**src/rtl/uart_packet_assembler.sv**
```systemverilog
// Collects UART bytes into 16-byte little-endian packets for the TileLink bridge.
// A partial packet is dropped after TIMEOUT_CYCLES consecutive idle cycles.
//
// state     | meaning
// S_IDLE    | no bytes held
// S_COLLECT | 1..15 bytes held, idle timer running
// S_FULL    | 16 bytes held, packet presented, rx stalled
module uart_packet_assembler #(
  parameter int unsigned TIMEOUT_CYCLES = 1000000
) (
  input  logic         sysclk,
  input  logic         reset,
  input  logic         rx_valid,
  output logic         rx_ready,
  input  logic [7:0]   rx_data,
  output logic         packet_valid,
  input  logic         packet_ready,
  output logic [127:0] packet_data,
  output logic         timeout_pulse,
  output logic [15:0]  timeout_count,
  output logic [4:0]   byte_count
);

  localparam int unsigned IDLE_W = $clog2(TIMEOUT_CYCLES + 1);
  localparam logic [IDLE_W-1:0] IDLE_LAST = IDLE_W'(TIMEOUT_CYCLES - 1);

  typedef enum logic [1:0] {
    S_IDLE,
    S_COLLECT,
    S_FULL
  } state_t;

  state_t            state_q;
  state_t            state_d;
  logic [IDLE_W-1:0] idle_cnt;
  logic              accept;
  logic              timeout_fire;

  always_ff @(posedge sysclk) begin
    if (reset) state_q <= S_IDLE;
    else       state_q <= state_d;
  end

  always_comb begin
    state_d      = state_q;
    rx_ready     = 1'b1;
    packet_valid = 1'b0;
    accept       = 1'b0;
    timeout_fire = 1'b0;
    unique case (state_q)
      S_IDLE: begin
        accept = rx_valid;
        if (rx_valid) state_d = S_COLLECT;
      end
      S_COLLECT: begin
        accept = rx_valid;
        // an arriving byte always wins over a timeout in the same cycle
        if (rx_valid) begin
          if (byte_count == 5'd15) state_d = S_FULL;
        end else if (idle_cnt == IDLE_LAST) begin
          timeout_fire = 1'b1;
          state_d      = S_IDLE;
        end
      end
      S_FULL: begin
        rx_ready     = 1'b0;
        packet_valid = 1'b1;
        if (packet_ready) state_d = S_IDLE;
      end
      default: state_d = S_IDLE;
    endcase
  end

  always_ff @(posedge sysclk) begin
    if (reset) begin
      packet_data   <= '0;
      byte_count    <= '0;
      idle_cnt      <= '0;
      timeout_pulse <= 1'b0;
      timeout_count <= '0;
    end else begin
      timeout_pulse <= timeout_fire;
      if (accept) begin
        packet_data[{byte_count[3:0], 3'b000} +: 8] <= rx_data;
        byte_count <= byte_count + 5'd1;
      end else if (timeout_fire || (state_q == S_FULL && packet_ready)) begin
        byte_count <= '0;
      end
      if (state_q == S_COLLECT && !accept && !timeout_fire) idle_cnt <= idle_cnt + 1'b1;
      else                                                   idle_cnt <= '0;
      if (timeout_fire && timeout_count != 16'hFFFF) timeout_count <= timeout_count + 16'd1;
    end
  end

endmodule

```
**config.mk**
```make
export PLATFORM = sky130hd
export DESIGN_NAME = uart_packet_assembler
export DESIGN_NICKNAME = d
export VERILOG_FILES = /design/src/rtl/uart_packet_assembler.sv
export SDC_FILE = /design/constraint.sdc
export NUM_CORES = 1
export LEC_CHECK = 0
export CORE_MARGIN = 4
export CORE_UTILIZATION = 36
export DETAILED_ROUTE_END_ITERATION = 12
export GPL_TIMING_DRIVEN = 1
export SLEW_MARGIN = 5
export SYNTH_ARGS = -nofsm -noshare
export SYNTH_HDL_FRONTEND = slang
export SYNTH_SLANG_ARGS = --single-unit
export TNS_END_PERCENT = 20
```
**constraint.sdc**
```tcl
create_clock -name sysclk -period 4.28 [get_ports sysclk]
set_input_delay 0.856 -clock sysclk [delete_from_list [all_inputs] [get_ports sysclk]]
set_output_delay 0.856 -clock sysclk [all_outputs]
set_load 0.02 [all_outputs]
```
==> results of run 1 <==
-- power breakdown --
| part | internal [mW] | switching [mW] |
|---|---|---|
| clock | 0.921 | 0.625 |
| combinational | 0.0526 | 0.102 |
| sequential | 1.61 | 0.00811 |
| total | 2.58 | 0.735 |
-- layout by cell type, fill, tap and decap left out, types with 2 or more instances in the layout --
cell type        Yosys  layout
a21oi_1             20      20
and2_1               3       3
and3_1              10      10
and4_1               3       3
buf_4                0       2
bufinv_16            0       2
clkbuf_16            0      17
clkbuf_8             0       4
clkdlybuf4s50_1      0     162
clkinvlp_4           0       3
dfxtp_1            172     172
ha_1                 5       5
inv_1                7       7
inv_6                0       2
mux2i_1            113     113
nand2_1             39      39
nand2b_1            28      28
nand3_1             26      26
nand3b_1            10      10
nand4_1             11      11
nand4b_1             2       2
nor2_1             132     132
nor2b_1              3       3
nor3_1               9       9
nor3b_1              2       2
o21ai_0             28      28
o31ai_1              4       4
or2_2                2       2
or3_1               10      10
or4_1                5       5
xnor2_1             10      10
xor2_1              11      11
-- worst reg2reg max path: stages (launching register included) --
cell and delay (ns):
dfxtp_1 0.51, inv_1 0.17, ha_1 0.41, nor3_1 0.46, nand4b_1 0.61, mux2i_1 0.34, nor2_1 0.06
-- final timing paths --
| path | start | endpoint | slack [ns] |
|---|---|---|---|
| worst min-delay path | idle_cnt[0]$_SDFF_PP0_ | idle_cnt[0]$_SDFF_PP0_ | 0.47 |
| worst max-delay path | rx_valid | packet_data[79]$_SDFFE_PP0P_ | 1.49 |
| worst max register to register | byte_count[0]$_SDFFE_PP0P_ | packet_data[4]$_SDFFE_PP0P_ | 1.59 |
| worst min register to register | idle_cnt[0]$_SDFF_PP0_ | idle_cnt[0]$_SDFF_PP0_ | 0.47 |
-- per-layer routing --
layer | part of all wire, % | GRT usage [%] | vias to the layer above
met4 | 1.5 | 6.08 | 0
met3 | 6.3 | 5.20 | 18
met1 | 48 | 24.7 | 2539
met2 | 44 | 26.8 | 129
met5 | 0 | 0 | -
li1 | - | - | 2763
-- logic make-up after synthesis --
family / after synthesis
flip-flops: 172
buffers and inverters: 46
AO/OA/AOI/OAI: 61
AND/OR/NAND/NOR: 302
adder cells (fa/ha/maj): 5
multiplexers: 113
XOR/XNOR: 21
-- metrics by stage --
stage	setup slack, ns	instance area (µm²)	util, %	power [mW]
6_report	1.49	9230	49.3	3.32
4_1_cts	1.54	9230	49.3	3.36
3_3_place_gp	1.16	8630	46.1	1.81
3_5_place_dp	1.08	8630	46.1	1.81
2_1_floorplan	1.78	6830	-	1.74
5_1_grt	1.29	9230	49.3	3.45
-- sequential cells by signal, indices dropped and copies added (netlist names) --
name and cells:
state_q 2, packet_data 128, idle_cnt 20, byte_count 5
timeout_pulse 1, timeout_count 16
-- cell type report --
class | count | share of cell area [%]
sequential | 172 | 37.3
clock inverter | 8 | 1.18
tap | 234 | 3.17
multi-input combinational | 502 | 34.8
clock buffer | 22 | 5.25
timing repair buffer | 165 | 18.0
inverter | 7 | 0.285
==> out/metrics.json, run 1 <==
{
  "number_of_slew_limit_violations_in_the_final_report": {"value": 0},
  "gp_routability_congestion": {"value": 0.773},
  "finalWorstPathRequiredPeriod": {"value": 2.79, "unit": "ns"},
  "boundaryPins": {"value": 164},
  "port_buffers": {"value": 163},
  "place_hpwl": {"value": 12500, "unit": "µm"},
  "critPathMaxFanout": {"value": 8},
  "route.antenna.remaining_nets": {"value": 0},
  "synth_enable_flop_cells": {"value": 0},
  "ys_dominant_reg_cell": {"value": "dfxtp_1"},
  "post-cts-setup-buffers": {"value": 0},
  "insertion_delay": {"value": 0.42, "unit": "ns"},
  "critical_path.cell_chain": {"value": "clkdlybuf4s50_1 -> nor2b_1 -> and3_1 -> nand2_1 -> nor2_1 -> mux2i_1"},
  "power.density": {"value": 360, "unit": "mW/mm²"},
  "crit_path_top_delay_cell": {"value": "nor2_1"},
  "maximum_number_of_pins_on_one_net_before_global_route_repair": {"value": 112},
  "syn_area_per_cell": {"value": 9.48, "unit": "µm²"},
  "synthDistinctLibCells": {"value": 44},
  "holdWs": {"value": 0.471, "unit": "ns"},
  "max_slew.worst_pin.slew": {"value": 0.950, "unit": "ns"},
  "fraction_of_synthesized_cell_area_in_xor_and_xnor_cells": {"value": 2.69, "unit": "%"},
  "critical_path_class": {"value": "in2reg"},
  "first_pass_grt_wire_length": {"value": 30300, "unit": "µm"},
  "timing.critical_path.arrival": {"value": 3.13, "unit": "ns"},
  "setup_viol": {"value": 0},
  "clock_tree_from_tritoncts": {"value": "done"},
  "synth_fa_ha_area_share": {"value": 0.916, "unit": "%"},
  "grt_usage": {"value": 17.9, "unit": "%"},
  "relSlewSlack": {"value": 36.5, "unit": "%"},
  "post_cts.resized_instances": {"value": 0},
  "die_width": {"value": 146, "unit": "µm"},
  "clk_path_buf_depth": {"value": 2},
  "multi_input_comb_area": {"value": 0.00321, "unit": "mm²"},
  "dr_total_vias": {"value": 5449},
  "detail_route.iter0.violations": {"value": 326},
  "path_clk_slew": {"value": 0.06, "unit": "ns"},
  "gate_count_after_technology_mapping": {"value": 720},
  "floorplan_row_count": {"value": 50},
  "wl": {"value": 18900, "unit": "µm"},
  "postSynth.asyncResetShare": {"value": 0, "unit": "%"},
  "yosys_warnings": {"value": 0},
  "remaining_overflow_grt": {"value": 0},
  "placeableCoreArea": {"value": 0.0187, "unit": "mm²"},
  "die_height": {"value": 146, "unit": "µm"},
  "max_cap_viol_count": {"value": 0},
  "post_drt_wl_per_cell": {"value": 17.0, "unit": "µm"},
  "status": {"value": "finished clean"},
  "layout.nets": {"value": 882},
  "register_area": {"value": 0.00344, "unit": "mm²"},
  "yosys_register_bits": {"value": 172},
  "vias_in_the_first_global_route": {"value": 5262},
  "dp.cells": {"value": 1080},
  "fin_setup_tns": {"value": 0, "unit": "ns"},
  "drt-vias-per-instance": {"value": 4.91},
  "worst_ir_drop_vdd": {"value": 0.265, "unit": "mV"},
  "drive_gt1_share": {"value": 4.45, "unit": "%"},
  "reg2reg_depth": {"value": 6},
  "cp-start-kind": {"value": "input port"},
  "synthDominantCellAreaShare": {"value": 50.4, "unit": "%"},
  "synth.largest_area_cell": {"value": "dfxtp_1"},
  "complex_gate_fraction_of_the_synthesized_area": {"value": 5.00, "unit": "%"},
  "num_cts_buffers": {"value": 17},
  "drt_pre_antenna_iters": {"value": 4},
  "clock-root-buffer": {"value": "clkbuf_16"},
  "synth.area.mux_share": {"value": 16.6, "unit": "%"},
  "timing.final.hold_violations": {"value": 0},
  "cp.buffers_inverters": {"value": 1},
  "final_cells": {"value": 1110},
  "worst_setup_path_end_kind": {"value": "flop"},
  "num_antenna_cells": {"value": 0},
  "fillers": {"value": 1753},
  "final.setup_skew": {"value": 0.00665, "unit": "ns"},
  "cell_with_the_most_instances_after_synthesis": {"value": "dfxtp_1"},
  "postCtsHoldBufs": {"value": 0},
  "min_path_type": {"value": "reg2reg"},
  "cp_top_family": {"value": "simple AND/OR/NAND/NOR gates"},
  "worstPathRequired": {"value": 4.63, "unit": "ns"},
  "h_tree_levels": {"value": 4},
  "layout-area-overhead-vs-synth": {"value": 35.1, "unit": "%"},
  "synth.top_cells.by_area": {"value": "dfxtp_1, mux2i_1, nor2_1"},
  "total_leakage_power": {"value": 3.81, "unit": "nW"},
  "period_share": {"value": 65.1, "unit": "%"},
  "post_synth_most_frequent_cells": {"value": "dfxtp_1, nor2_1, mux2i_1, nand2_1, clkbuf_1"},
  "rsz0062_at_grt": {"value": "false"},
  "path_depth": {"value": 6},
  "combinational_family_with_the_most_area_after_synthesis": {"value": "simple AND/OR/NAND/NOR gates"},
  "synth_fp_nets": {"value": 737},
  "achievable-frequency": {"value": 0.359, "unit": "GHz"},
  "synthesis.area": {"value": 0.00683, "unit": "mm²"},
  "fp.dieArea": {"value": 0.0212, "unit": "mm²"},
  "drc_errors": {"value": 0},
  "critPathMaxStageDelay": {"value": 0.71, "unit": "ns"},
  "min_path_cells": {"value": 1},
  "cts_sinks": {"value": 172},
  "synth_sequential_area_ratio": {"value": 50.4, "unit": "%"},
  "antenna_violations_before_repair": {"value": 0},
  "floorplan.initialDensity": {"value": 36.5, "unit": "%"},
  "synth_simple_gate_area_share": {"value": 21.8, "unit": "%"}
}
No activity file was read; power rests on OpenSTA's default activity.
==> inputs of run 2 (changes only) <==
Clock period 4.28 ns to 2.8 ns, I/O delays scaled along.
==> out/metrics.json, run 2 (synthesis gave the netlist of run 1 again) <==
{
  "status": {"value": "finished clean"},
  "top_register": {"value": "packet_data"},
  "rrSetupSlack": {"value": 0.39, "unit": "ns", "change": "-1.20 ns"},
  "power.density": {"value": 545, "unit": "mW/mm²", "change": "+51%"},
  "grt.busiest_layer": {"value": "met2"},
  "fin_setup_tns": {"value": 0, "unit": "ns", "change": "unchanged"},
  "worst_hold_startpoint": {"value": "idle_cnt[0]$_SDFF_PP0_"},
  "final_cell_area": {"value": 0.00939, "unit": "mm²", "change": "+1.8%"},
  "clock-root-buffer": {"value": "clkbuf_16"},
  "rsz0062_at_grt": {"value": "false"},
  "cp-start-kind": {"value": "flop"},
  "max_slew.worst_pin.slew": {"value": 0.960, "unit": "ns", "change": "+0.0103 ns"},
  "layout_common_cells": {"value": "dfxtp_1, clkdlybuf4s50_1, nor2_1"},
  "fillers": {"value": 1740, "change": "-0.74%"},
  "worstReg2RegEnd": {"value": "timeout_count[15]$_SDFFE_PP0P_"},
  "number_of_slew_limit_violations_in_the_final_report": {"value": 0, "change": "unchanged"},
  "max_cap_viol_count": {"value": 0, "change": "unchanged"},
  "drt_pre_antenna_iters": {"value": 4, "change": "unchanged"},
  "boundaryPins": {"value": 164, "change": "unchanged"},
  "registers_with_the_highest_flip_flop_counts": {"value": "packet_data (128), idle_cnt (20), timeout_count (16)"},
  "multi_input_comb_area": {"value": 0.00321, "unit": "mm²", "change": "unchanged"},
  "h_tree_levels": {"value": 4, "change": "unchanged"},
  "min_path_type": {"value": "reg2reg"},
  "timing.final.hold_violations": {"value": 0, "change": "unchanged"},
  "global_route.usage.met3": {"value": 5.23, "unit": "%", "change": "+0.031 points"},
  "antenna_violations_before_repair": {"value": 0, "change": "unchanged"},
  "num_cts_buffers": {"value": 17, "change": "unchanged"},
  "cts_sinks": {"value": 172, "change": "unchanged"},
  "drive_gt1_share": {"value": 7.00, "unit": "%", "change": "+2.5 points"},
  "place_hpwl": {"value": 12800, "unit": "µm", "change": "+2.1%"},
  "final_critical_path_setup_slack": {"value": 0.386, "unit": "ns", "change": "-1.11 ns"},
  "reg2reg_depth": {"value": 5, "change": "-1"},
  "clk_path_buf_depth": {"value": 2, "change": "unchanged"},
  "period_share": {"value": 86.2, "unit": "%"},
  "setup_viol": {"value": 0, "change": "unchanged"},
  "first_pass_grt_wire_length": {"value": 30600, "unit": "µm", "change": "+0.93%"},
  "placeableCoreArea": {"value": 0.0187, "unit": "mm²", "change": "unchanged"},
  "worst_setup_path_end_kind": {"value": "flop"},
  "postCtsHoldBufs": {"value": 0, "change": "unchanged"},
  "num_antenna_cells": {"value": 0, "change": "unchanged"},
  "fp.dieArea": {"value": 0.0212, "unit": "mm²", "change": "unchanged"},
  "post_cts.resized_instances": {"value": 0, "change": "unchanged"},
  "gr-usage-met1": {"value": 24.6, "unit": "%", "change": "-0.097 points"},
  "layout.nets": {"value": 904, "change": "+2.5%"},
  "final.setup_skew": {"value": 0.00729, "unit": "ns", "change": "+0.000642 ns"},
  "timing.critical_path.arrival": {"value": 2.77, "unit": "ns", "change": "-0.36 ns"},
  "gp_routability_congestion": {"value": 0.772, "change": "-0.17%"},
  "die_height": {"value": 146, "unit": "µm", "change": "unchanged"},
  "wl": {"value": 19100, "unit": "µm", "change": "+0.88%"},
  "finalWorstPathRequiredPeriod": {"value": 2.41, "unit": "ns"},
  "total_leakage_power": {"value": 3.91, "unit": "nW", "change": "+2.7%"},
  "dr_total_vias": {"value": 5580, "change": "+2.4%"},
  "largest_register_ff_count": {"value": 128, "change": "unchanged"},
  "register_area": {"value": 0.00344, "unit": "mm²", "change": "unchanged"},
  "drc_errors": {"value": 0, "change": "unchanged"},
  "detail_route.iter0.violations": {"value": 286, "change": "-12%"},
  "maximum_number_of_pins_on_one_net_before_global_route_repair": {"value": 68, "change": "-39%"},
  "path_clk_slew": {"value": 0.07, "unit": "ns", "change": "about the same"},
  "drt-vias-per-instance": {"value": 4.92, "change": "+0.24%"},
  "vias_in_the_first_global_route": {"value": 5391, "change": "+2.5%"},
  "critPathMaxFanout": {"value": 18, "change": "+10"},
  "r2r_start": {"value": "idle_cnt[7]$_SDFF_PP0_"},
  "worstPathRequired": {"value": 3.15, "unit": "ns", "change": "-1.48 ns"},
  "remaining_overflow_grt": {"value": 0, "change": "unchanged"},
  "final_core_util": {"value": 50.2, "unit": "%", "change": "+0.87 points"},
  "commonest_non_fill_non_tap_cell_in_the_layout": {"value": "dfxtp_1"},
  "post-cts-setup-buffers": {"value": 0, "change": "unchanged"},
  "floorplan_row_count": {"value": 50, "change": "unchanged"},
  "route.antenna.remaining_nets": {"value": 0, "change": "unchanged"},
  "worst_ir_drop_vdd": {"value": 0.423, "unit": "mV", "change": "+60%"},
  "clock_tree_from_tritoncts": {"value": "done"},
  "achievable-frequency": {"value": 0.414, "unit": "GHz"},
  "die_width": {"value": 146, "unit": "µm", "change": "unchanged"},
  "floorplan.initialDensity": {"value": 36.5, "unit": "%", "change": "unchanged"},
  "grt_usage": {"value": 17.9, "unit": "%", "change": "+0.035 points"},
  "critical_path_class": {"value": "reg2reg"},
  "cp_capture_point": {"value": "timeout_count[15]$_SDFFE_PP0P_"},
  "crit_start": {"value": "idle_cnt[7]$_SDFF_PP0_"},
  "insertion_delay": {"value": 0.43, "unit": "ns", "change": "about the same"},
  "layout-area-overhead-vs-synth": {"value": 37.5, "unit": "%"},
  "port_buffers": {"value": 163, "change": "unchanged"},
  "relSlewSlack": {"value": 35.8, "unit": "%", "change": "-0.69 points"},
  "post_drt_wl_per_cell": {"value": 16.8, "unit": "µm", "change": "-1.3%"},
  "dpl-instance-area": {"value": 0.00878, "unit": "mm²", "change": "+1.8%"},
  "gr-usage-met2": {"value": 27.5, "unit": "%", "change": "+0.74 points"},
  "detailedPlace.worstSlack": {"value": 0.185, "unit": "ns", "change": "-0.890 ns"}
}
[run 2: cell count changes in the layout (fill, tap and decap cells not counted), sizes merged]
cell	delta
inv	+1
clkbuf	-3
buf	+22
clkinv	+4
[run 2: report_power, final]
part / switching, mW / leakage, nW / total (mW) / internal [mW]
Clock: 1.04 / 0.284 / 2.40 / 1.36
Sequential: 0.00837 / 1.39 / 2.47 / 2.46
Combinational: 0.160 / 2.24 / 0.251 / 0.0907
Total: 1.20 / 3.91 / 5.11 / 3.91
[run 2: cell type report]
cell class / count / area share, %
sequential: 172 / 36.7
multi-input combinational: 502 / 34.2
timing repair buffer: 187 / 19.3
clock buffer: 19 / 4.72
tap: 234 / 3.12
clock inverter: 13 / 1.71
inverter: 7 / 0.280
[run 2: per-stage QoR]
stage / hold WS (ns) / power (mW) / std cells
finish: 0.475 / 5.11 / 1134
global route: 0.497 / 5.28 / 1134
CTS: 0.476 / 5.17 / 1134
detailed placement: 0.465 / 2.77 / 1102
global placement: 0.450 / 2.78 / 1102
floorplan: 0.430 / 2.66 / 720
[run 2: how the worst min path moves through the flow]
stage	to	slack, ns	cells after the start
floorplan	idle_cnt[0]$_SDFF_PP0_	0.43	1
global placement	idle_cnt[0]$_SDFF_PP0_	0.45	1
detailed placement	packet_data[78]$_SDFFE_PP0P_	0.46	2
CTS	packet_data[94]$_SDFFE_PP0P_	0.48	2
global route	packet_data[92]$_SDFFE_PP0P_	0.50	2
finish	idle_cnt[0]$_SDFF_PP0_	0.47	1
[run 2: worst max-delay path, stage by stage, from the launching register on]
cell and delay (ns):
dfxtp_1 0.35, or4b_4 0.56, nor4_4 0.34, nand3_2 0.36, or4_1 0.59, a21oi_1 0.15
[run 2: routing by layer]
metal	up-vias	wire [µm]
met5	-	0
met4	0	200
met3	13	1220
met2	145	8610
met1	2608	9040
li1	2814	-
